[src/rtl/voltmeter_sample_ctrl.sv]
// voltmeter_sample_ctrl: periodic settle/sample/debounce sequencer that loads the held
// 3-bit comparator code driving the segment decoder, with hold, busy and upd/miss strobes.
module voltmeter_sample_ctrl #(
  parameter int DIV        = 1000,
  parameter int SETTLE_CYC = 4,
  parameter int STABLE_N   = 3,
  parameter int MAX_SAMP   = 12
) (
  input  logic clk,
  input  logic rst,
  input  logic en,
  input  logic hold,
  input  logic cmp_a,
  input  logic cmp_b,
  input  logic cmp_c,
  output logic ref_en,
  output logic code_a,
  output logic code_b,
  output logic code_c,
  output logic upd,
  output logic miss,
  output logic busy
);
  localparam int PW = $clog2(DIV);
  localparam int SW = $clog2(SETTLE_CYC + 1);
  localparam int MW = $clog2(MAX_SAMP + 1);
  typedef enum logic [1:0] {IDLE, SETTLE, SAMPLE, UPDATE} state_t;
  state_t state_q, state_d;
  logic [2:0] sync1_q, sync2_q, cand_q, cand_d, code_q, code_d;
  logic [PW-1:0] pre_q, pre_d;
  logic [SW-1:0] set_q, set_d;
  logic [MW-1:0] samp_q, samp_d, match_q, match_d, match_next, samp_next;
  logic upd_q, upd_d, miss_q, miss_d, tick, fresh;
  always_comb begin
    tick = en && (pre_q == PW'(DIV - 1));
    pre_d = (en && !tick) ? pre_q + 1'b1 : '0;
    fresh = (match_q == '0) || (sync2_q != cand_q);
    match_next = fresh ? MW'(1) : match_q + 1'b1;
    samp_next = samp_q + 1'b1;
    state_d = state_q;
    set_d = set_q;
    samp_d = samp_q;
    match_d = match_q;
    cand_d = cand_q;
    code_d = code_q;
    upd_d = 1'b0;
    miss_d = 1'b0;
    // Dropping en aborts any measurement silently, taking priority over every state action.
    if (!en && state_q != IDLE) state_d = IDLE;
    else begin
      case (state_q)
        IDLE: if (tick) begin
          state_d = SETTLE;
          set_d = '0;
        end
        SETTLE: begin
          set_d = set_q + 1'b1;
          if (set_q == SW'(SETTLE_CYC - 1)) begin
            state_d = SAMPLE;
            samp_d = '0;
            match_d = '0;
          end
        end
        SAMPLE: begin
          samp_d = samp_next;
          match_d = match_next;
          cand_d = fresh ? sync2_q : cand_q;
          if (match_next == MW'(STABLE_N)) state_d = UPDATE;
          else if (samp_next == MW'(MAX_SAMP)) begin
            state_d = IDLE;
            miss_d = 1'b1;
          end
        end
        UPDATE: begin
          state_d = IDLE;
          code_d = hold ? code_q : cand_q;
          upd_d = !hold;
        end
        default: state_d = IDLE;
      endcase
    end
  end
  always_ff @(posedge clk or posedge rst) begin
    if (rst) begin
      state_q <= IDLE;
      sync1_q <= '0;
      sync2_q <= '0;
      cand_q <= '0;
      code_q <= '0;
      pre_q <= '0;
      set_q <= '0;
      samp_q <= '0;
      match_q <= '0;
      upd_q <= 1'b0;
      miss_q <= 1'b0;
    end else begin
      state_q <= state_d;
      sync1_q <= {cmp_a, cmp_b, cmp_c};
      sync2_q <= sync1_q;
      cand_q <= cand_d;
      code_q <= code_d;
      pre_q <= pre_d;
      set_q <= set_d;
      samp_q <= samp_d;
      match_q <= match_d;
      upd_q <= upd_d;
      miss_q <= miss_d;
    end
  end
  assign busy = (state_q != IDLE);
  assign ref_en = busy;
  assign {code_a, code_b, code_c} = code_q;
  assign upd = upd_q;
  assign miss = miss_q;
endmodule

[config.mk]
export PLATFORM = sky130hd
export DESIGN_NAME = voltmeter_sample_ctrl
export DESIGN_NICKNAME = d
export VERILOG_FILES = /design/src/rtl/voltmeter_sample_ctrl.sv
export SDC_FILE = /design/constraint.sdc
export NUM_CORES = 1
export LEC_CHECK = 0
export ABC_AREA = 0
export BUFFER_PORTS_ARGS = -buffer_cell sky130_fd_sc_hd__buf_2
export CAP_MARGIN = 15
export CELL_PAD_IN_SITES_DETAIL_PLACEMENT = 1
export CELL_PAD_IN_SITES_GLOBAL_PLACEMENT = 1
export CORE_MARGIN = 1
export CORE_UTILIZATION = 49
export DETAILED_ROUTE_END_ITERATION = 10
export PLACE_DENSITY_LB_ADDON = 0.12
export SLEW_MARGIN = 20
export SYNTH_ARGS = -nofsm -noshare
export SYNTH_HDL_FRONTEND = slang
export SYNTH_SLANG_ARGS = --single-unit
[constraint.sdc]
create_clock -name clk -period 3.23 [get_ports clk]
set_clock_uncertainty 0.15 [all_clocks]
set_input_delay 0.1615 -clock clk [delete_from_list [all_inputs] [get_ports clk]]
set_output_delay 0.1615 -clock clk [all_outputs]
set_load 0.01 [all_outputs]
==> flow_metrics.tcl <==
set metrics [dict create \
    synth_seq_cells 37 \
    timing.rr.start "set_q[0]" \
    crit_arrival_ps 2160 \
    finalMaxSlewViolations 0 \
    synth-seq-area-share 0.567 \
    outcome "finished clean" \
    yosysTopAreaCellShare 0.567 \
    hp-class "in2reg" \
    synth_edf_count 0 \
    via_per_inst 5.22 \
    cp_max_fo 9 \
    ys.flop_type "dfrtp_1" \
    rows 20 \
    grt-ovfl-total 0 \
    cts.clk_slew.worst_paths_ps 120 \
    routed_wl_mm 3.32 \
    antenna_found_initial 0 \
    synth_async_sr_flop_share 1.00 \
    syn-num-nets 162 \
    cp-start-kind "flop" \
    cts_buffers 5 \
    n_antenna_cell 0 \
    postSynthAreaPerCell_sq_um 11.0 \
    fin_setup_tns_ps 0 \
    r2r_cells 6 \
    final_nets 186 \
    min_period_over_period 0.632 \
    placed_area_sq_um 1750 \
    p_per_area_nw_per_um2 407 \
    place_congestion 0.796 \
    wl_per_cell_um 15.2 \
    cts_root_buf "clkbuf_4" \
    numPortBuffers 13 \
    grt_max_degree 38 \
    period_minus_slack_ps 2040 \
    synthTopCellsByArea "dfrtp_1 (57%), nand2_1 (5.1%), ha_1 (4.6%)" \
    hold_violations 0 \
    io_pins 14 \
    drc_errors 0 \
    tightestPinTransition_ps 605 \
    yosysWarnings 0 \
    hold_depth 3 \
    syn_to_final_growth_pct 13.9 \
    start_util 0.527 \
    power.total_uw 758 \
    die_area_sq_um 3570 \
    p_leak_uw 0.000913 \
    grt.total_usage 0.232 \
    tritoncts "done" \
    synth_cells 149 \
    dpl.cell_count 205 \
    first_global_vias 1249 \
    endpoint_kind "flop" \
    first_pass_iters 4 \
    cp.required_ps 3350 \
    rsz0062_at_grt "false" \
    die_height_um 59.7 \
    relSlewSlack 0.594 \
    setup_violations 0 \
    hold_end "upd" \
    fmax_mhz 490 \
    cts_sinks 37 \
    synth.distinct_cells 36 \
    synth_area_sq_um 1630 \
    timing.max_cap.violations 0 \
    vias 1138 \
    drive_gt1_frac 0.167 \
    r2r_slack_ps 1190 \
    r2r-end "samp_q[2]" \
    yosysTopAreaCell "dfrtp_1" \
    htreeDepth 2 \
    detail-route-antenna-nets 0 \
    fin_cells 218 \
    die_x_um 59.7 \
    core-area_sq_um 3100 \
    clock_latency_ps 340 \
    cts_setup_buffers 0 \
    hp-start "hold" \
    hpwlAfterDp_mm 2.37 \
    grt_pass1_wl_mm 5.75 \
    path_class "reg2reg" \
    drtIter0Drc 37 \
    cts_buffer_depth 2 \
    vdd_ir_drop_max_v 0.000284 \
    final_cell_area_sq_um 1860 \
]
[logic make-up after synthesis]
group | after synthesis | share of synthesized area
compound gates | 18 | 0.0781
xor+xnor | 13 | 0.0697
fa+ha+maj | 6 | 0.0459
buf+inv | 9 | 0.0230
flops | 37 | 0.567
mux | 4 | 0.0276
simple gates | 62 | 0.189
[worst max path at each step]
stage / end / slack [ps] / startpoint
global route: samp_q[2] / 970 / set_q[0]
detailed placement: samp_q[2] / 1200 / set_q[0]
floorplan: set_q[1] / 1480 / pre_q[4]
finish: samp_q[2] / 1190 / set_q[0]
CTS: samp_q[2] / 1170 / set_q[0]
global placement: samp_q[2] / 1340 / set_q[0]
[metal layers]
layer,track usage,vias to the layer above,share of wire
li1,-,550,-
met1,0.279,567,0.45
met2,0.381,16,0.50
met3,0.0649,5,0.027
met4,0.110,0,0.020
met5,0,-,0
[flip-flops by register name (all words and copies together) (netlist names), 3 cells and up]
signal   count
match_q      4
code_q       3
pre_q       10
sync1_q      3
cand_q       3
sync2_q      3
samp_q       4
set_q        3
[layout by cell type (no fill, tap or decap), types with 2 or more instances in the layout]
master          n
buf_2          13
mux2_2          4
nand4_1         2
nor2b_1         2
clkinvlp_4      3
inv_1           7
a21o_1          3
nor2_1         13
clkbuf_4        5
nand2b_1        2
xor2_1          7
nand3_1         4
nand2_1        22
nor3_1          4
dlygate4sd3_1   5
xnor2_1         6
a22o_1          3
dfrtp_1        37
ha_1            6
and2_1          3
o21ai_0         5
[cell type report]
cell class	count	area (sq um)
fillers	361	1240
flip-flops and latches	37	926
multi-input cells	103	671
repair buffers	19	123
well taps	44	55.1
clock buffers	5	37.5
inverters	7	26.3
clock inverters	3	22.5
[critical path: stages, from the launching register on]
cell and delay (ps):
dfrtp_1 410, ha_1 200, ha_1 190, and3b_1 200
o21ai_1 490, o21ai_0 190, o21ai_0 120
[report_power, final]
group          total [uW]  internal [uW]  leakage (uW)  switching, uW
logic                32.4           14.0      0.000391           18.3
clock network         247           84.1     0.0000234            163
registers             478            472      0.000499           6.40
[through the flow]
step / utilization / hold slack (ps) / setup slack, ps
final: 0.600 / 77.3 / 1190
after global routing: 0.600 / 70.7 / 975
after CTS: 0.600 / 58.6 / 1170
after detailed placement: 0.564 / 121 / 1200
after global placement: 0.564 / 121 / 1340
after floorplan: - / 42.9 / 1480
[Yosys cell counts (3+ instances only)]
cell type and count:
and2_1 3, inv_1 7, mux2_2 4, nor2_1 13, xnor2_1 6, nor3_1 4, nand2_1 22, a21o_1 3
o21ai_0 5, ha_1 6, xor2_1 7, a22o_1 3, nand3_1 4, dfrtp_1 37
[repair_timing]
item | CTS | global route
endpoints found under the hold margin | 42 | 0
hold buffers | 5 | 0
gates resized for setup | 0 | 0
(Power assumes the default switching activity.)
